### src/rtl/lot_ticket_entry.sv
// Keypad ticket collector feeding the lottery block (insere/num stream, then fim).
// Optional LOT_ENTRY_NODUP_EN: reject entries already present in the ticket.
module lot_ticket_entry #(
    parameter int NUM_W      = 4,
    parameter int TICKET_LEN = 5,
    parameter int MAX_VAL    = 9
) (
    input  logic             clk,
    input  logic             reset,
    input  logic             key_valid,
    input  logic [0:NUM_W-1] key_val,
    input  logic             key_del,
    input  logic             key_ok,
    output logic [2:0]       count,
    output logic             busy,
    output logic             err,
    output logic             insere,
    output logic [0:NUM_W-1] num,
    output logic             fim
);

    typedef enum logic [1:0] {
        S_ENTRY,
        S_SEND,
        S_FIM
    } state_t;

    localparam logic [2:0]       LEN  = 3'(TICKET_LEN);
    localparam logic [0:NUM_W-1] MAXV = NUM_W'(MAX_VAL);

    state_t           state_q, state_d;
    logic [2:0]       count_q, count_d;
    logic [2:0]       idx_q, idx_d;
    logic [0:NUM_W-1] buf_q [8];
    logic [0:NUM_W-1] buf_d [8];
    logic             busy_q, busy_d;
    logic             err_q, err_d;
    logic             insere_q, insere_d;
    logic [0:NUM_W-1] num_q, num_d;
    logic             fim_q, fim_d;
    logic             dup;

`ifdef LOT_ENTRY_NODUP_EN
    always_comb begin
        dup = 1'b0;
        for (int j = 0; j < TICKET_LEN; j++) begin
            if (3'(j) < count_q && buf_q[j] == key_val) begin
                dup = 1'b1;
            end
        end
    end
`else
    assign dup = 1'b0;
`endif

    always_comb begin
        state_d  = state_q;
        count_d  = count_q;
        idx_d    = idx_q;
        buf_d    = buf_q;
        busy_d   = 1'b0;
        err_d    = 1'b0;
        insere_d = 1'b0;
        num_d    = '0;
        fim_d    = 1'b0;
        unique case (state_q)
            S_ENTRY: begin
                if (key_del) begin
                    if (count_q != 3'd0) begin
                        count_d = count_q - 3'd1;
                    end else begin
                        err_d = 1'b1;
                    end
                end else if (key_valid) begin
                    if (count_q == LEN || key_val > MAXV || dup) begin
                        err_d = 1'b1;
                    end else begin
                        buf_d[count_q] = key_val;
                        count_d        = count_q + 3'd1;
                    end
                end else if (key_ok) begin
                    if (count_q != LEN) begin
                        err_d = 1'b1;
                    end else begin
                        // first number goes out on the cycle right after confirm
                        state_d  = S_SEND;
                        busy_d   = 1'b1;
                        insere_d = 1'b1;
                        num_d    = buf_q[0];
                        idx_d    = 3'd1;
                    end
                end
            end
            S_SEND: begin
                busy_d = 1'b1;
                if (idx_q == LEN) begin
                    state_d = S_FIM;
                    fim_d   = 1'b1;
                end else begin
                    insere_d = 1'b1;
                    num_d    = buf_q[idx_q];
                    idx_d    = idx_q + 3'd1;
                end
            end
            S_FIM: begin
                state_d = S_ENTRY;
                count_d = 3'd0;
            end
            default: begin
                state_d = S_ENTRY;
            end
        endcase
    end

    always_ff @(posedge clk or negedge reset) begin
        if (!reset) begin
            state_q  <= S_ENTRY;
            count_q  <= 3'd0;
            idx_q    <= 3'd0;
            busy_q   <= 1'b0;
            err_q    <= 1'b0;
            insere_q <= 1'b0;
            num_q    <= '0;
            fim_q    <= 1'b0;
            for (int k = 0; k < 8; k++) begin
                buf_q[k] <= '0;
            end
        end else begin
            state_q  <= state_d;
            count_q  <= count_d;
            idx_q    <= idx_d;
            busy_q   <= busy_d;
            err_q    <= err_d;
            insere_q <= insere_d;
            num_q    <= num_d;
            fim_q    <= fim_d;
            buf_q    <= buf_d;
        end
    end

    assign count  = count_q;
    assign busy   = busy_q;
    assign err    = err_q;
    assign insere = insere_q;
    assign num    = num_q;
    assign fim    = fim_q;

endmodule

### config.mk
export PLATFORM = sky130hd
export DESIGN_NAME = lot_ticket_entry
export DESIGN_NICKNAME = d
export VERILOG_FILES = /design/src/rtl/lot_ticket_entry.sv
export SDC_FILE = /design/constraint.sdc
export NUM_CORES = 1
export LEC_CHECK = 0
export BUFFER_PORTS_ARGS = -buffer_cell sky130_fd_sc_hd__buf_2
export CORE_UTILIZATION = 60
export CTS_BUF_LIST = sky130_fd_sc_hd__clkbuf_2
export DETAILED_ROUTE_END_ITERATION = 10
export GPL_TIMING_DRIVEN = 0
export PLACE_DENSITY = 0.8
export RECOVER_POWER = 25
export SYNTH_ARGS = -nofsm -noshare
export SYNTH_HDL_FRONTEND = slang
export SYNTH_SLANG_ARGS = --single-unit
### constraint.sdc
create_clock -name clk -period 2.2 [get_ports clk]
set_input_delay 0 -clock clk [delete_from_list [all_inputs] [get_ports clk]]
set_output_delay 0 -clock clk [all_outputs]
set_load 0.02 [all_outputs]
Word level (Yosys, flattened, before mapping). Cells that the tools add are included.

Bits in registers: 48. Word-level logic and storage cells: 96.

Order comparisons: 4. Add/subtract/negate cells: 3. Reductions and logical operators: 10. Mux-type cells: 45. Equal/unequal tests: 14. Bitwise operators: 4.

Operators by type and width (count): bitwise mux 32 bit (1); 2-to-1 mux 4 bit (8); 2-to-1 mux 3 bit (9); 2-to-1 mux 1 bit (14); binary-select mux 4 bit (select 3 bit) (1); demux 4 bit (select 3 bit) (1); inequality test 2 bit (second input constant) (6); inequality test 3 bit (second input constant) (4); case mux 3 bit (2 select lines) (2); 2-to-1 mux 2 bit (5); greater-or-equal comparator 4 bit (second input constant) (2); NOT 3 -> 4 bit (2); case mux 4 bit (2 select lines) (1); AND reduction 4 bit (2); adder 3 x 1 -> 3 bit (second input constant) (2); equality test 3 bit (second input constant) (2); AND reduction 6 bit (1); AND reduction 5 bit (1); greater-than comparator 4 bit (second input constant) (1); less-than comparator 4 x 1 -> 1 bit (second input constant) (1); case mux 1 bit (2 select lines) (2); case mux 2 bit (2 select lines) (1); nonzero test 2 bit (2); nonzero test 3 bit (1); 7 further kinds (8).

Logic depth before layout (Yosys ltp).
Depth after elaboration: 6. Gate-level depth with buffers: 7. Mapped depth without buffers: 6.

Worst setup path after synthesis. Ideal clock, no wire load.

Kind: register to register. From: register count_q[0] (netlist: count[0]). To: register count_q[2] (netlist: count[2]). Stages on the path, launching flop included: 7. Arrival time: 1.821 ns. Slack: 0.275 ns. Path through: dfrtp_1 -> buf_6 -> inv_1 -> fa_1 -> xor2_1 -> or3_1 -> o311ai_1.

Cells in the longest elaborated chain, start to end: 5. Elaborated cells on any way between the ends: 13. Classes of those cells: 2 x add/sub; 3 x eq/ne; 5 x mux; 3 x reduce/logical.

RTL lines: start: declaration (line 32) `logic [2:0] count_q, count_d;`; start signal: assignment (line 130) `count_q <= count_d;`; adder 3 x 1 -> 3 bit (line 79) `count_d = count_q + 3'd1;`; 2-to-1 mux 3 bit (line 75) `if (count_q == LEN || key_val > MAXV || dup) begin`; 2-to-1 mux 3 bit (line 74) `end else if (key_valid) begin`; 2-to-1 mux 3 bit (line 68) `if (key_del) begin`; case mux 3 bit (2 select lines) (line 66) `unique case (state_q)`.

Parallel ways exist; a longest one is shown, timed or not. The select of a mux whose other input is x is not followed. A chain may end at the register's enable or synchronous reset.

Worst setup path after layout.
From: register idx_q[1]. To: register num_q (netlist bit num[1]).

Cells in the longest elaborated chain, start to end: 6. Elaborated cells on any way between the ends: 7. Classes of those cells: 1 x eq/ne; 5 x mux; 1 x bitwise.

RTL lines: start: declaration (line 33) `logic [2:0] idx_q, idx_d;`; start signal: assignment (line 131) `idx_q <= idx_d;`; NOT 3 -> 4 bit (implied by the code) (line 101) `num_d = buf_q[idx_q];`; binary-select mux 4 bit (select 3 bit) (line 101); 2-to-1 mux 4 bit (implied by the code) (2 in a row) (line 101); 2-to-1 mux 4 bit * (line 96) `if (idx_q == LEN) begin`; case mux 4 bit (2 select lines) * (line 66); net num_d, one bit (line 39) `logic [0:NUM_W-1] num_q, num_d;`; end signal: assignment (line 135) `num_q <= num_d;`; end: declaration (line 39).

The timed path passes the listed nets; every way through them passes the cells marked *. The select of a mux whose other input is x is not followed.

==> Flow_metrics.wiki <==
{| class="wikitable"
! Metric !! Value
|-
| Setup_tns || 0 ns
|-
| Vias after detailed routing || ~1500
|-
| # DRC || 0
|-
| Core Box Area || ~3700 µm²
|-
| Routed Wire Length || around 4700 µm
|-
| Post-DP HPWL || about 3300 µm
|-
| Antenna Diode Count || 0
|-
| Die outline width || roughly 65 µm
|-
| Violation count after the first detailed-routing iteration || ~60
|-
| Run status || finished clean
|-
| Mapped Avg Cell Area || about 13 µm²
|-
| Routed length per placed instance || 17.82 µm
|-
| Clock-pin slew on the worst setup and hold paths || 0.23 ns
|-
| Clock tree from TritonCTS || done
|-
| Maximum VDD drop || ~0.63 mV
|-
| Clock buffer depth || 2
|-
| Clock H-tree levels || 2
|-
| Worst clock skew || roughly 0.014 ns
|-
| Classification of the worst-slack hold path || primary input to register
|-
| Fraction of registers with async set/reset || 100.0%
|-
| Count of nets left with antenna violations after detail routing || 0
|-
| Starting Density || 64.34%
|-
| Number of enable flip-flop cells after synthesis || 0
|-
| Pins over their slew limit || 0
|-
| Largest net degree at the start of global routing || just under 50
|-
| RePlAce Congestion || 0.8595
|-
| Path type of the worst setup path || register to register
|-
| Proportion of synthesized chip area in sequential cells || approximately half
|-
| Top fanout value on the critical path || 10
|-
| Fin nets || about 230
|-
| Endpoint arrival time on the critical path || about 2.2 ns
|-
| Transition at the pin with the smallest max-transition slack || around 1.1 ns
|-
| Final cell area excluding filler cells || around 2700 µm²
|-
| Num ports || 20
|-
| Number of fill cells in the layout || 302
|-
| Number of flip-flops and latches in the synthesized netlist || 48
|-
| Sum of overflow across all layers after global routing || 0
|-
| Sort of element at the end of the critical path || register
|-
| Placement row count || 22
|-
| Number of port buffers || 19
|-
| Cell depth of the worst hold path || 4
|-
| Root buffer cell || clkbuf_2
|-
| Final Worst Setup Slack || approximately 0.25 ns
|-
| Post-Synthesis Net Count || slightly below 200
|-
| Total global-route track usage || around a quarter
|-
| Antenna violations before repair || 0
|-
| Highest clock rate || 0.5123 GHz
|-
| Fraction of layout instances using a drive strength above 1 || 29.44%
|-
| Number of distinct library cells after synthesis || 41
|-
| Post-route worst hold slack || between 0.015 and 0.02 ns
|-
| Area of placed instances || about 2600 µm²
|-
| Wire length of the first global-routing pass || a little under 8000 µm
|-
| Yosys warning total || 0
|-
| Number of search-and-repair iterations in the first detailed-routing pass || 4
|-
| Post-CTS Setup Repair Bufs || 0
|-
| Vertical extent of the die || between 60 and 70 µm
|-
| Post-layout minimum cycle time || around 2 ns
|-
| Final hold vios || 0
|-
| Cts bufs inserted || 5
|-
| Clock latency reported for the late side of the worst-skew pair || between 0.4 and 0.5 ns
|-
| Fin crit share || roughly 89%
|-
| Routed via count divided by cell count || slightly below 6
|-
| Post-Synthesis Cell Area || ~2400 µm²
|-
| Power density cells || roughly 1200 nW/µm²
|-
| Leakage power total || 1.205 nW
|-
| Top flip-flop cell by instance count after synthesis || dfrtp_1
|-
| Via count of the first global-routing pass || 1617
|-
| Kind of start point of the critical path || register
|-
| Worst endpoint required time || 2.49 ns
|-
| Number of cells on the worst reg-to-reg path || 6
|-
| Number of max-cap violations || 0
|-
| Mapped Cells || 181
|-
| Synth-to-Final Area Change || 10.34%
|-
| Unrepaired setup endpoints after global routing || no
|-
| Clock Sink Count || 48
|-
| Rel. slew slack || about a quarter
|-
| Final setup violation count || 0
|-
| Pre-CTS WS || ~0.14 ns
|-
| Die outline area || about 4300 µm²
|}
==> path summary, 6_finish.rpt <==
check,start,to,slack (ns)
max,idx_q[1],num[1],0.25
min,key_del,count[2],0.02
max reg2reg,idx_q[1],num[1],0.25
min reg2reg,buf_q[11],buf_q[11],0.49
max in group asynchronous,reset,buf_q[24],1.21
min in group asynchronous,reset,count[2],0.29
==> critical path, stage by stage (launching register included) <==
cell and delay (ns):
dfrtp_1 0.46, clkbuf_2 0.27, inv_1 0.07, ha_1 0.20, nand2_1 0.13, nand2_1 0.19, o41ai_1 0.50
==> layout by cell type, fill, tap and decap left out, drive strengths merged, types with 3 or more instances in the layout <==
cell         instances
a2111oi              4
nand4                7
mux4                 4
dfrtp               48
clkbuf              23
o41ai                4
nor2                 4
or2                  3
dlygate4sd3          6
buf                 17
nor3                 5
a211oi               4
inv                  6
nand2               11
nor2b               12
o21ai                3
mux2                28
==> flip-flops by register name, summed over array words and instances, names as in the netlist <==
signal / flops
fim: 1
busy: 1
count: 3
buf_q: 32
err: 1
insere: 1
num: 4
idx_q: 3
state_q: 2
==> logic make-up (layout without fill, tap and decap cells) <==
kind of cell / after synthesis / after routing / synth area share, %
adders and majority gates: 3 / 3 / 1.870
AOI/OAI and AO/OA: 22 / 22 / 6.753
and+or+nand+nor: 52 / 52 / 17.87
muxes: 34 / 34 / 17.97
buffers and inverters: 20 / 53 / 4.935
DFF: 48 / 48 / 49.87
xor gates and xnor gates: 2 / 2 / 0.7274
==> layer usage <==
| metal | vias to the layer above | wire length, µm | track usage [%] | part of all wire [%] |
|---|---|---|---|---|
| li1 | 715 | - | - | - |
| met1 | 760 | 1983 | 30.64 | 42 |
| met2 | 49 | 2404 | 43.69 | 51 |
| met3 | 10 | 184 | 5.382 | 3.9 |
| met4 | 0 | 98 | 10.87 | 2.1 |
| met5 | - | 0 | 0 | 0 |
==> cell type report <==
| cell class | instances | area [µm²] | share of cell area (%) |
|---|---|---|---|
| plain buffers | 14 | 97.59 | 3.672 |
| clock buffers | 7 | 35.03 | 1.318 |
| clock inverters | 1 | 8.758 | 0.3296 |
| inverters | 6 | 22.52 | 0.8475 |
| multi-input cells | 113 | 1089 | 40.96 |
| flip-flops and latches | 48 | 1201 | 45.20 |
| well taps | 48 | 60.06 | 2.260 |
| repair buffers | 25 | 143.9 | 5.414 |
==> Yosys cell counts (2+ instances only) <==
| master | instances | share of area [%] |
|---|---|---|
| mux2i_1 | 2 | 0.83 |
| clkbuf_1 | 6 | 0.93 |
| mux2_1 | 11 | 5.1 |
| nor2b_1 | 12 | 3.1 |
| o21ai_0 | 2 | 0.42 |
| inv_1 | 6 | 0.93 |
| dfrtp_1 | 48 | 50 |
| ha_1 | 2 | 1.0 |
| a21oi_1 | 2 | 0.42 |
| mux2_4 | 2 | 1.2 |
| o41ai_1 | 4 | 1.5 |
| nor2_1 | 4 | 0.62 |
| mux2_2 | 15 | 7.0 |
| buf_6 | 5 | 2.3 |
| a2111oi_0 | 4 | 1.5 |
| xor2_1 | 2 | 0.73 |
| or2_2 | 3 | 0.78 |
| buf_2 | 2 | 0.42 |
| nand2_1 | 11 | 1.7 |
| mux4_2 | 4 | 3.7 |
| nor3_1 | 4 | 0.83 |
| a31oi_1 | 2 | 0.52 |
| a211oi_1 | 4 | 1.2 |
| nand4_4 | 7 | 6.2 |
==> where the power goes <==
group	leakage, nW	total, W	switching [W]	internal (W)
sequential	0.620	0.00140	0.000195	0.00120
clock	0.0332	0.000359	0.000268	0.0000908
combinational	0.552	0.00150	0.000840	0.000661
total	1.20	0.00326	0.00130	0.00195
==> timing repair <==
item / CTS / global route
gates resized for setup: 0 / 2
hold buffers: 6 / 0
endpoints found under the hold margin: 77 / 0
endpoints found under the setup margin: 0 / 1
==> metrics by stage <==
step / utilization [%] / cells / power [W]
3_3_place_gp: 68.48 / 248 / 0.002805
3_5_place_dp: 68.48 / 248 / 0.002910
4_1_cts: 71.26 / 262 / 0.003274
5_1_grt: 70.99 / 262 / 0.003471
6_report: 70.99 / 262 / 0.003257
2_1_floorplan: - / 181 / 0.002532
No activity file was read; power rests on OpenSTA's default activity.
